===== src/rtl/cpu_pkg.sv =====
`default_nettype none
// ============================================================================
//  Module      : cpu_pkg
//  Description : Shared definitions for the pipeline front end.
//                Holds the reset vector, the word size, the fetch->decode
//                bus type, the next-PC source selector, and a sequential-PC
//                helper.
//  Revision    : 1.0 - initial release
// ============================================================================
package cpu_pkg;

    localparam int          XLEN             = 32;
    localparam logic [31:0] RESET_PC_DEFAULT = 32'hBFC0_0000;
    localparam logic [31:0] INST_NOP         = 32'h0000_0000;
    localparam logic [31:0] PC_STEP          = 32'd4;

    // Fetch -> decode payload. Decode unpacks the same struct.
    typedef struct packed {
        logic [XLEN-1:0] pc;
        logic [XLEN-1:0] inst;
    } fs_ds_bus_t;

    // Next-PC source. The encoding is listed in priority order, highest last.
    typedef enum logic [1:0] {
        NPC_SEQ    = 2'd0,
        NPC_BRANCH = 2'd1,
        NPC_FLUSH  = 2'd2
    } npc_sel_e;

    // Sequential successor. Wraps modulo 2^32 by construction.
    function automatic logic [XLEN-1:0] seq_pc(input logic [XLEN-1:0] pc);
        return pc + PC_STEP;
    endfunction

endpackage
`default_nettype wire


===== src/rtl/fetch_stage_if.sv =====
`default_nettype none
// ============================================================================
//  Module      : fetch_stage_if
//  Description : Bundle of the fetch-stage handshake and bus signals.
//                It carries the redirect inputs, the decode handshake, the
//                instruction SRAM port and the fetch->decode payload.
//                The master modport is the fetch-stage view. The slave
//                modport is the view of the surrounding pipeline and memory.
//  Ports       : ds_allowin, br_taken/br_target, flush/flush_target,
//                inst_sram_{en,wen,addr,wdata,rdata},
//                fs_to_ds_valid, fs_pc, fs_inst
//  Revision    : 1.0 - initial release
// ============================================================================
interface fetch_stage_if;
    import cpu_pkg::*;

    // redirect / handshake from later stages
    logic            ds_allowin;
    logic            br_taken;
    logic [XLEN-1:0] br_target;
    logic            flush;
    logic [XLEN-1:0] flush_target;

    // instruction SRAM
    logic            inst_sram_en;
    logic [3:0]      inst_sram_wen;
    logic [XLEN-1:0] inst_sram_addr;
    logic [XLEN-1:0] inst_sram_wdata;
    logic [XLEN-1:0] inst_sram_rdata;

    // fetch -> decode
    logic            fs_to_ds_valid;
    logic [XLEN-1:0] fs_pc;
    logic [XLEN-1:0] fs_inst;

    modport master (
        input  ds_allowin, br_taken, br_target, flush, flush_target,
        input  inst_sram_rdata,
        output inst_sram_en, inst_sram_wen, inst_sram_addr, inst_sram_wdata,
        output fs_to_ds_valid, fs_pc, fs_inst
    );

    modport slave (
        output ds_allowin, br_taken, br_target, flush, flush_target,
        output inst_sram_rdata,
        input  inst_sram_en, inst_sram_wen, inst_sram_addr, inst_sram_wdata,
        input  fs_to_ds_valid, fs_pc, fs_inst
    );

endinterface
`default_nettype wire


===== src/rtl/fetch_skid_buf.sv =====
`default_nettype none
// ============================================================================
//  Module      : fetch_skid_buf
//  Description : One-entry holding register for the fetched instruction.
//                The synchronous SRAM presents a word for a single cycle
//                only. If decode stalls, that word is captured on the first
//                stall cycle and replayed until the stall ends, so the SRAM
//                output may change freely afterwards.
//  Ports       : clk, resetn  - clock, async active-low reset
//                capture      - IF holds a valid instruction that decode refused
//                buf_release  - drop any held word (decode accepted, or flush)
//                rdata        - SRAM read data
//                inst         - held word if present, else live SRAM data
//  Revision    : 1.0 - initial release
// ============================================================================
module fetch_skid_buf
    import cpu_pkg::*;
(
    input  logic            clk,
    input  logic            resetn,
    input  logic            capture,
    input  logic            buf_release,
    input  logic [XLEN-1:0] rdata,
    output logic [XLEN-1:0] inst
);

    logic            buf_valid_q, buf_valid_d;
    logic [XLEN-1:0] buf_inst_q,  buf_inst_d;

    // Release beats capture. A flush during a stall must not latch the
    // stale word it is discarding. Only the first stall cycle captures,
    // because later cycles may see scrambled SRAM data.
    always_comb begin
        buf_valid_d = buf_valid_q;
        buf_inst_d  = buf_inst_q;
        if (buf_release) begin
            buf_valid_d = 1'b0;
        end else if (capture && !buf_valid_q) begin
            buf_valid_d = 1'b1;
            buf_inst_d  = rdata;
        end
    end

    always_ff @(posedge clk or negedge resetn) begin
        if (!resetn) begin
            buf_valid_q <= 1'b0;
            buf_inst_q  <= INST_NOP;
        end else begin
            buf_valid_q <= buf_valid_d;
            buf_inst_q  <= buf_inst_d;
        end
    end

    assign inst = buf_valid_q ? buf_inst_q : rdata;

endmodule
`default_nettype wire


===== src/rtl/fetch_stage.sv =====
`default_nettype none
// ============================================================================
//  Module      : fetch_stage
//  Description : Instruction-fetch stage of the five-stage pipeline.
//                It selects the next PC (flush > branch > sequential) and
//                drives the synchronous instruction SRAM with it. It keeps
//                the PC of the instruction currently in IF. It offers
//                {pc, inst} to decode through a valid/allowin handshake.
//                A skid buffer keeps the word stable across decode stalls.
//  Ports       : clk     - rising-edge clock
//                resetn  - asynchronous active-low reset
//                fs      - fetch_stage_if.master (redirects, decode
//                          handshake, instruction SRAM, fetch->decode bus)
//  Params      : RESET_PC - first address fetched after reset
//  Revision    : 1.0 - initial release
// ============================================================================
module fetch_stage
    import cpu_pkg::*;
#(
    parameter logic [31:0] RESET_PC = RESET_PC_DEFAULT
)(
    input  logic          clk,
    input  logic          resetn,
    fetch_stage_if.master fs
);

    // The PC register resets one word below the vector. The sequential
    // successor is then the vector itself, so the first fetch needs no
    // special case.
    localparam logic [XLEN-1:0] RESET_PC_PRE = RESET_PC - PC_STEP;

    logic            fs_valid_q, fs_valid_d;
    logic [XLEN-1:0] fs_pc_q,    fs_pc_d;

    logic            fs_allowin;
    logic            fetch_req;
    npc_sel_e        npc_sel;
    logic [XLEN-1:0] nextpc;
    logic            skid_capture;
    logic            skid_release;
    logic [XLEN-1:0] skid_inst;
    fs_ds_bus_t      fs_ds_bus;

    // IF ready_go is always 1, so IF can take a new word whenever it is
    // empty or its current word leaves this cycle.
    assign fs_allowin = !fs_valid_q || fs.ds_allowin;

    // A branch only matters when the delay slot is actually leaving. If
    // fs_allowin is low, no request goes out and the selection is unused.
    // Decode keeps br_taken asserted until its stall ends.
    always_comb begin
        npc_sel = NPC_SEQ;
        if (fs.flush) begin
            npc_sel = NPC_FLUSH;
        end else if (fs.br_taken) begin
            npc_sel = NPC_BRANCH;
        end
    end

    // Targets pass through unaligned; address errors are raised downstream.
    always_comb begin
        nextpc = seq_pc(fs_pc_q);
        case (npc_sel)
            NPC_FLUSH:  nextpc = fs.flush_target;
            NPC_BRANCH: nextpc = fs.br_target;
            default:    nextpc = seq_pc(fs_pc_q);
        endcase
    end

    // A flush refetches even while decode is stalled. The word in IF is
    // thrown away, so nothing has to wait for it.
    assign fetch_req = resetn && (fs.flush || fs_allowin);

    always_comb begin
        fs_valid_d = fs_valid_q;
        fs_pc_d    = fs_pc_q;
        if (fetch_req) begin
            fs_valid_d = 1'b1;
            fs_pc_d    = nextpc;
        end
    end

    always_ff @(posedge clk or negedge resetn) begin
        if (!resetn) begin
            fs_valid_q <= 1'b0;
            fs_pc_q    <= RESET_PC_PRE;
        end else begin
            fs_valid_q <= fs_valid_d;
            fs_pc_q    <= fs_pc_d;
        end
    end

    // The buffer captures whenever decode refuses a valid word. It keeps
    // only the first such word internally, and drops it when decode takes
    // the word or a flush discards it.
    assign skid_capture = fs_valid_q && !fs.ds_allowin;
    assign skid_release = fs.ds_allowin || fs.flush;

    fetch_skid_buf u_skid (
        .clk         (clk),
        .resetn      (resetn),
        .capture     (skid_capture),
        .buf_release (skid_release),
        .rdata       (fs.inst_sram_rdata),
        .inst        (skid_inst)
    );

    // An empty IF shows zeros, which keeps decode-side debug traces clean.
    assign fs_ds_bus.pc   = fs_valid_q ? fs_pc_q   : '0;
    assign fs_ds_bus.inst = fs_valid_q ? skid_inst : INST_NOP;

    assign fs.fs_to_ds_valid  = fs_valid_q && !fs.flush;
    assign fs.fs_pc           = fs_ds_bus.pc;
    assign fs.fs_inst         = fs_ds_bus.inst;

    assign fs.inst_sram_en    = fetch_req;
    assign fs.inst_sram_wen   = 4'b0000;
    assign fs.inst_sram_addr  = nextpc;
    assign fs.inst_sram_wdata = '0;

endmodule
`default_nettype wire


===== src/flat_wrapper.sv =====
// flat-port wrapper written by rule: the top's interface ports become plain ports
module fetch_stage_flat import cpu_pkg::*;
#(
    parameter logic [31:0] RESET_PC = RESET_PC_DEFAULT
)
  (clk, resetn, fs_ds_allowin, fs_br_taken, fs_br_target, fs_flush, fs_flush_target, fs_inst_sram_rdata, fs_inst_sram_en, fs_inst_sram_wen, fs_inst_sram_addr, fs_inst_sram_wdata, fs_fs_to_ds_valid, fs_fs_pc, fs_fs_inst);
  fetch_stage_if fs_i ();
  input  logic clk;
  input  logic resetn;
  input wire logic [$bits(fs_i.ds_allowin)-1:0] fs_ds_allowin;
  input wire logic [$bits(fs_i.br_taken)-1:0] fs_br_taken;
  input wire logic [$bits(fs_i.br_target)-1:0] fs_br_target;
  input wire logic [$bits(fs_i.flush)-1:0] fs_flush;
  input wire logic [$bits(fs_i.flush_target)-1:0] fs_flush_target;
  input wire logic [$bits(fs_i.inst_sram_rdata)-1:0] fs_inst_sram_rdata;
  output wire logic [$bits(fs_i.inst_sram_en)-1:0] fs_inst_sram_en;
  output wire logic [$bits(fs_i.inst_sram_wen)-1:0] fs_inst_sram_wen;
  output wire logic [$bits(fs_i.inst_sram_addr)-1:0] fs_inst_sram_addr;
  output wire logic [$bits(fs_i.inst_sram_wdata)-1:0] fs_inst_sram_wdata;
  output wire logic [$bits(fs_i.fs_to_ds_valid)-1:0] fs_fs_to_ds_valid;
  output wire logic [$bits(fs_i.fs_pc)-1:0] fs_fs_pc;
  output wire logic [$bits(fs_i.fs_inst)-1:0] fs_fs_inst;
  assign fs_i.ds_allowin = fs_ds_allowin;
  assign fs_i.br_taken = fs_br_taken;
  assign fs_i.br_target = fs_br_target;
  assign fs_i.flush = fs_flush;
  assign fs_i.flush_target = fs_flush_target;
  assign fs_i.inst_sram_rdata = fs_inst_sram_rdata;
  assign fs_inst_sram_en = fs_i.inst_sram_en;
  assign fs_inst_sram_wen = fs_i.inst_sram_wen;
  assign fs_inst_sram_addr = fs_i.inst_sram_addr;
  assign fs_inst_sram_wdata = fs_i.inst_sram_wdata;
  assign fs_fs_to_ds_valid = fs_i.fs_to_ds_valid;
  assign fs_fs_pc = fs_i.fs_pc;
  assign fs_fs_inst = fs_i.fs_inst;
  fetch_stage #(.RESET_PC(RESET_PC)) u_core (.clk(clk), .resetn(resetn), .fs(fs_i));
endmodule

===== config.mk =====
export PLATFORM = sky130hd
export DESIGN_NAME = fetch_stage_flat
export DESIGN_NICKNAME = d
export VERILOG_FILES = /design/src/rtl/cpu_pkg.sv /design/src/rtl/fetch_stage_if.sv /design/src/rtl/fetch_skid_buf.sv /design/src/rtl/fetch_stage.sv /design/src/flat_wrapper.sv
export SDC_FILE = /design/constraint.sdc
export NUM_CORES = 1
export LEC_CHECK = 0
export ABC_AREA = 1
export BUFFER_PORTS_ARGS = -buffer_cell sky130_fd_sc_hd__buf_2
export CAP_MARGIN = 10
export CORE_UTILIZATION = 48
export CTS_BUF_LIST = sky130_fd_sc_hd__clkbuf_16
export CTS_CLUSTER_DIAMETER = 200
export DETAILED_ROUTE_END_ITERATION = 10
export PLACE_DENSITY = 0.82
export SLEW_MARGIN = 0
export SYNTH_ARGS = -nofsm -noshare
export SYNTH_HDL_FRONTEND = slang
export SYNTH_SLANG_ARGS = --single-unit

===== constraint.sdc =====
create_clock -name clk -period 1.86 [get_ports clk]
set_input_delay 0.093 -clock clk [delete_from_list [all_inputs] [get_ports clk]]
set_output_delay 0.093 -clock clk [all_outputs]
set_load 0.01 [all_outputs]

* Word-level counts from Yosys, hierarchy flattened
Cells that the tools add are included.
** Operators by class
- Muxes and demuxes :: 8
- Add/sub/neg operators :: 1
- Reduce and logical (&&, ||, !) cells :: 13
- Equality and inequality tests :: 2
- Bitwise logic cells :: 1
** Operators with widths (number)
- 32-bit two-way mux :: 3
- 32-bit case mux with 2 select lines :: 1
- 32-bit by 3-bit adder with 32-bit output (second input constant) :: 1
- 1-bit logical AND :: 4
- 1-bit logical NOT :: 4
- 1-bit logical OR :: 3
- 1-bit two-way mux :: 3
- 2-bit by 1-bit == test with 1-bit output (second input constant) :: 1
- 2-bit == test (second input constant) :: 1
- 2-bit two-way mux :: 1
- 2-bit AND reduction :: 1
- 2-bit nonzero test :: 1
- 1-bit NOT :: 1
** Word-level totals
- Logic and storage cells :: 29
- Input port bits :: 101
- Bits in registers :: 66
- Output and inout port bits :: 134

* Depth between registers and ports, before layout
- Word-level depth :: 5
- Gate-level depth with buffers :: 12
- Gate-level depth less buffers :: 12

* Hierarchy
From an unflattened synthesis, not the netlist that was laid out.
** Unflattened totals
- Cells, all modules :: 871
- Area total of the unflattened synthesis :: 5377.7 µm²
** By module, submodules not included
- fetch_stage :: cells an instance 621, seq. area each 860.8 µm², area an instance 3548.4 µm², instances 1
- fetch_skid_buf :: cells an instance 250, seq. area each 825.8 µm², area an instance 1829.3 µm², instances 1

* Least setup slack after synthesis
Ideal clock, no wire load.
- Path kind :: register to register
- Start :: reg u_core.fs_pc_q[3]
- End :: reg u_core.fs_pc_q[10]
- Arrival time :: 1.539 ns
- Cell stages (with the launch flop) :: 9
- Path buffers :: 0
- Setup slack :: 0.261 ns
- Library setup time :: 0.061 ns
- Data required time :: 1.799 ns
- Period minus slack after synthesis :: 1.599 ns
- Cell sequence :: dfstp_2 -> ha_1 -> nand2_2 -> nor2_4 -> nand2_4 -> xor2_1 -> o21bai_1 -> nand2_1 -> nand2_1
** On the way
- Word-level cells in the longest chain between the ends :: 2
** RTL lines
- start: declaration :: RTL line fetch_stage.sv:33 : logic [XLEN-1:0] fs_pc_q, fs_pc_d;
- start signal: assignment :: RTL line fetch_stage.sv:89 : fs_pc_q <= fs_pc_d;
- 32-bit by 3-bit adder with 32-bit output
- 32-bit case mux with 2 select lines :: RTL line fetch_stage.sv:63 : case (npc_sel)
- named net fs_inst_sram_addr[10] :: RTL line flat_wrapper.sv:18 : output wire logic [$bits(fs_i.inst_sram_addr)-1:0] fs_inst_sram_addr;
The timed path passes the listed nets, and every way through them passes these cells.
A chain may end at the register's enable or synchronous reset.

* Final worst setup path
- Start :: reg u_core.fs_pc_q[14]
- End :: out fs_inst_sram_addr[28]
** On the way
- Word-level cells in the longest chain between the ends :: 2
** RTL lines (RTL line)
- 32-bit by 3-bit adder with 32-bit output
- 32-bit case mux with 2 select lines :: fetch_stage.sv:63
- end: declaration :: flat_wrapper.sv:18
Every way passes these cells.

==> reports/metrics.csv <==
metric,value,unit
netlist_instances,761,
end_kind,primary output,
status,"finished, violations left",
drtAntennaViolNets,0,
grt_pass1_wl,23630,um
routed-via-count,5615,
worstSetupPathType,reg2out,
finalCritPeriodShare,1.156,
ys_warn_count,0,
avgSynthCellArea,6.580,um^2
num_io_pins,235,
async_flop_share,1.000,
yosysTopAreaCellShare,0.1899,
port-buffer-count,198,
relSlewSlack,0.6419,
synth_edf_count,0,
clk_pin_slew,60,ps
antenna_found_initial,1,
violations,negative setup slack,
rows,36,
drtIter0Drc,397,
clk_path_buf_depth,2,
finalMaxSlewViolations,0,
skew,6.903,ps
fin_tns_setup,-5220,ps
power_density,764.6,nW/um^2
period_needed,2151,ps
grt_max_degree,67,
timing.final.ws_setup,-290.8,ps
wl_per_cell,13.44,um
ys_types,31,
clk_latency,340,ps
synthFlopType,dfrtp_1,
coreArea,9955,um^2
hold_path.class,in2reg,
via_per_inst,5.054,
setup_viol,28,
ys_ff_latch,66,
dr.pass1.iters,5,
postLayoutCoreUtil,0.6819,
drv_cap,0,
worst_setup_path_start_kind,flip-flop,
finalHoldViolations,0,
die_area,10840,um^2
first_global_vias,5099,
finalNetCount,1075,
die_h,104.1,um
grtUsageTotal,0.2687,
h-tree-depth,3,
tritoncts,done,
leakage,0.003802,uW
synth_area,5007,um^2
power,5190,uW
yosys-top-cells-count,"nand2_1, inv_1, o21ai_0",
grt_overflow_total,0,
root_buffer,clkbuf_16,
cp.required,1770,ps
area_growth,35.56,%
ir_drop,0.4386,mV
routabilityCongestion,0.8991,
worstMarginPinSlew,536.3,ps
cp_max_fo,5,
synthTopCellsByArea,"dfrtp_1, nand2_1, dfstp_2",
fmax,0.4650,GHz
cts_sinks,66,
antenna_cells,0,
start_util,0.5030,
rsz0062_at_grt,true,
yosysMostFrequentCell,nand2_1,
hold_ws,13.58,ps
drc,0,
ys_seq_area_frac,0.3368,
synth_top_area_cell,dfrtp_1,
numCtsBuffers,9,
die_x,104.1,um
hpwlAfterDp,10060,um
drive_gt1_frac,0.3640,
arrival,2060,ps
drt_wl_total,14930,um
[repair_timing]
item,in CTS,in global routing
hold endpoints to repair,39,0
endpoints found under the setup margin,23,35
hold buffers,2,0
buffers inserted,14,14
gates resized for setup,36,29
pin swaps,24,27
[cell usage in the layout, fill, tap and decap left out, types with 2 or more instances in the layout]
cell type        n
nand2_1        234
buf_2          185
inv_1          106
o21ai_0         68
dfrtp_1         37
conb_1          36
a21oi_1         35
buf_4           29
nor2_1          28
dfstp_2         28
nand2_2         24
a22o_1          21
nand3_1         18
buf_6           17
nor2_4          16
o21ai_1         12
nand3_2         11
nand2_4          9
clkbuf_16        9
nor2_2           7
inv_2            6
xor2_1           4
a22oi_1          4
nand3b_1         4
a31oi_1          4
buf_12           4
o21bai_1         3
and2_1           3
clkinv_2         2
dlygate4sd3_1    2
[area by class of cell]
cell class              instances  area (um^2)
clock buffers                   9        225.2
fillers                       841         3167
clock inverters                 7        68.82
well taps                     133        166.4
multi-input cells             547         2784
repair buffers                237         1435
flip-flops and latches         66         1688
inverters                     112        420.4
[state kept, by name, indices dropped and copies added, names as in the netlist]
register / flops
u_core.fs_pc_q: 32
u_core.fs_valid_q: 1
u_core.u_skid.buf_inst_q: 32
u_core.u_skid.buf_valid_q: 1
[cells by family (layout without fill, tap and decap cells)]
group / after synthesis / after routing / share of synthesized area
xor+xnor: 4 / 4 / 0.006996
simple gates: 354 / 354 / 0.3096
buf+inv: 183 / 365 / 0.1689
flops: 66 / 66 / 0.3368
other cells: 1 / 36 / 0.0007489
fa+ha+maj: 1 / 1 / 0.002498
compound gates: 152 / 152 / 0.1744
[per-stage QoR]
step / setup WS, ps / instances / area (um^2)
after CTS: -222.2 / 1100 / 6599
after floorplan: 260.5 / 796 / 5139
final: -290.8 / 1111 / 6788
after global placement: 120.5 / 1068 / 6017
after global routing: -380.2 / 1111 / 6788
after detailed placement: 81.28 / 1068 / 6017
[worst max-delay path: stages (launching register included)]
cell	delay, ps
dfstp_2	600
nand2_1	120
nor2_1	170
buf_4	150
nand2_1	50
nor2_1	170
nand3_1	150
nand3_2	110
nand2_2	70
buf_6	120
[worst paths after layout]
kind                                         startpoint                            to  slack, ps  depth (start not counted)
max                                  u_core.fs_pc_q[14]         fs_inst_sram_addr[28]       -290                          9
min                                     fs_br_target[3]             u_core.fs_pc_q[3]         10                          3
max reg2reg                          u_core.fs_pc_q[14]            u_core.fs_pc_q[28]       -150                         12
min reg2reg                u_core.u_skid.buf_inst_q[31]  u_core.u_skid.buf_inst_q[31]        480                          2
max in group asynchronous                        resetn            u_core.fs_pc_q[25]       1150                          3
min in group asynchronous                        resetn            u_core.fs_pc_q[22]        370                          3
[layer usage]
metal / up-vias / track usage / routed length [um]
met2: 305 / 0.4467 / 7070
met3: 52 / 0.06391 / 1287
met5: - / 0 / 18
li1: 2738 / - / -
met4: 2 / 0.1224 / 556
met1: 2518 / 0.3297 / 5994
[where the power goes]
part	leakage, uW	switching (uW)	internal (uW)	total (uW)
clock network	0.000143	680	1030	1710
logic	0.00290	873	664	1540
registers	0.000760	221	1720	1940
Note: power is estimated with default switching activity, not from simulation.
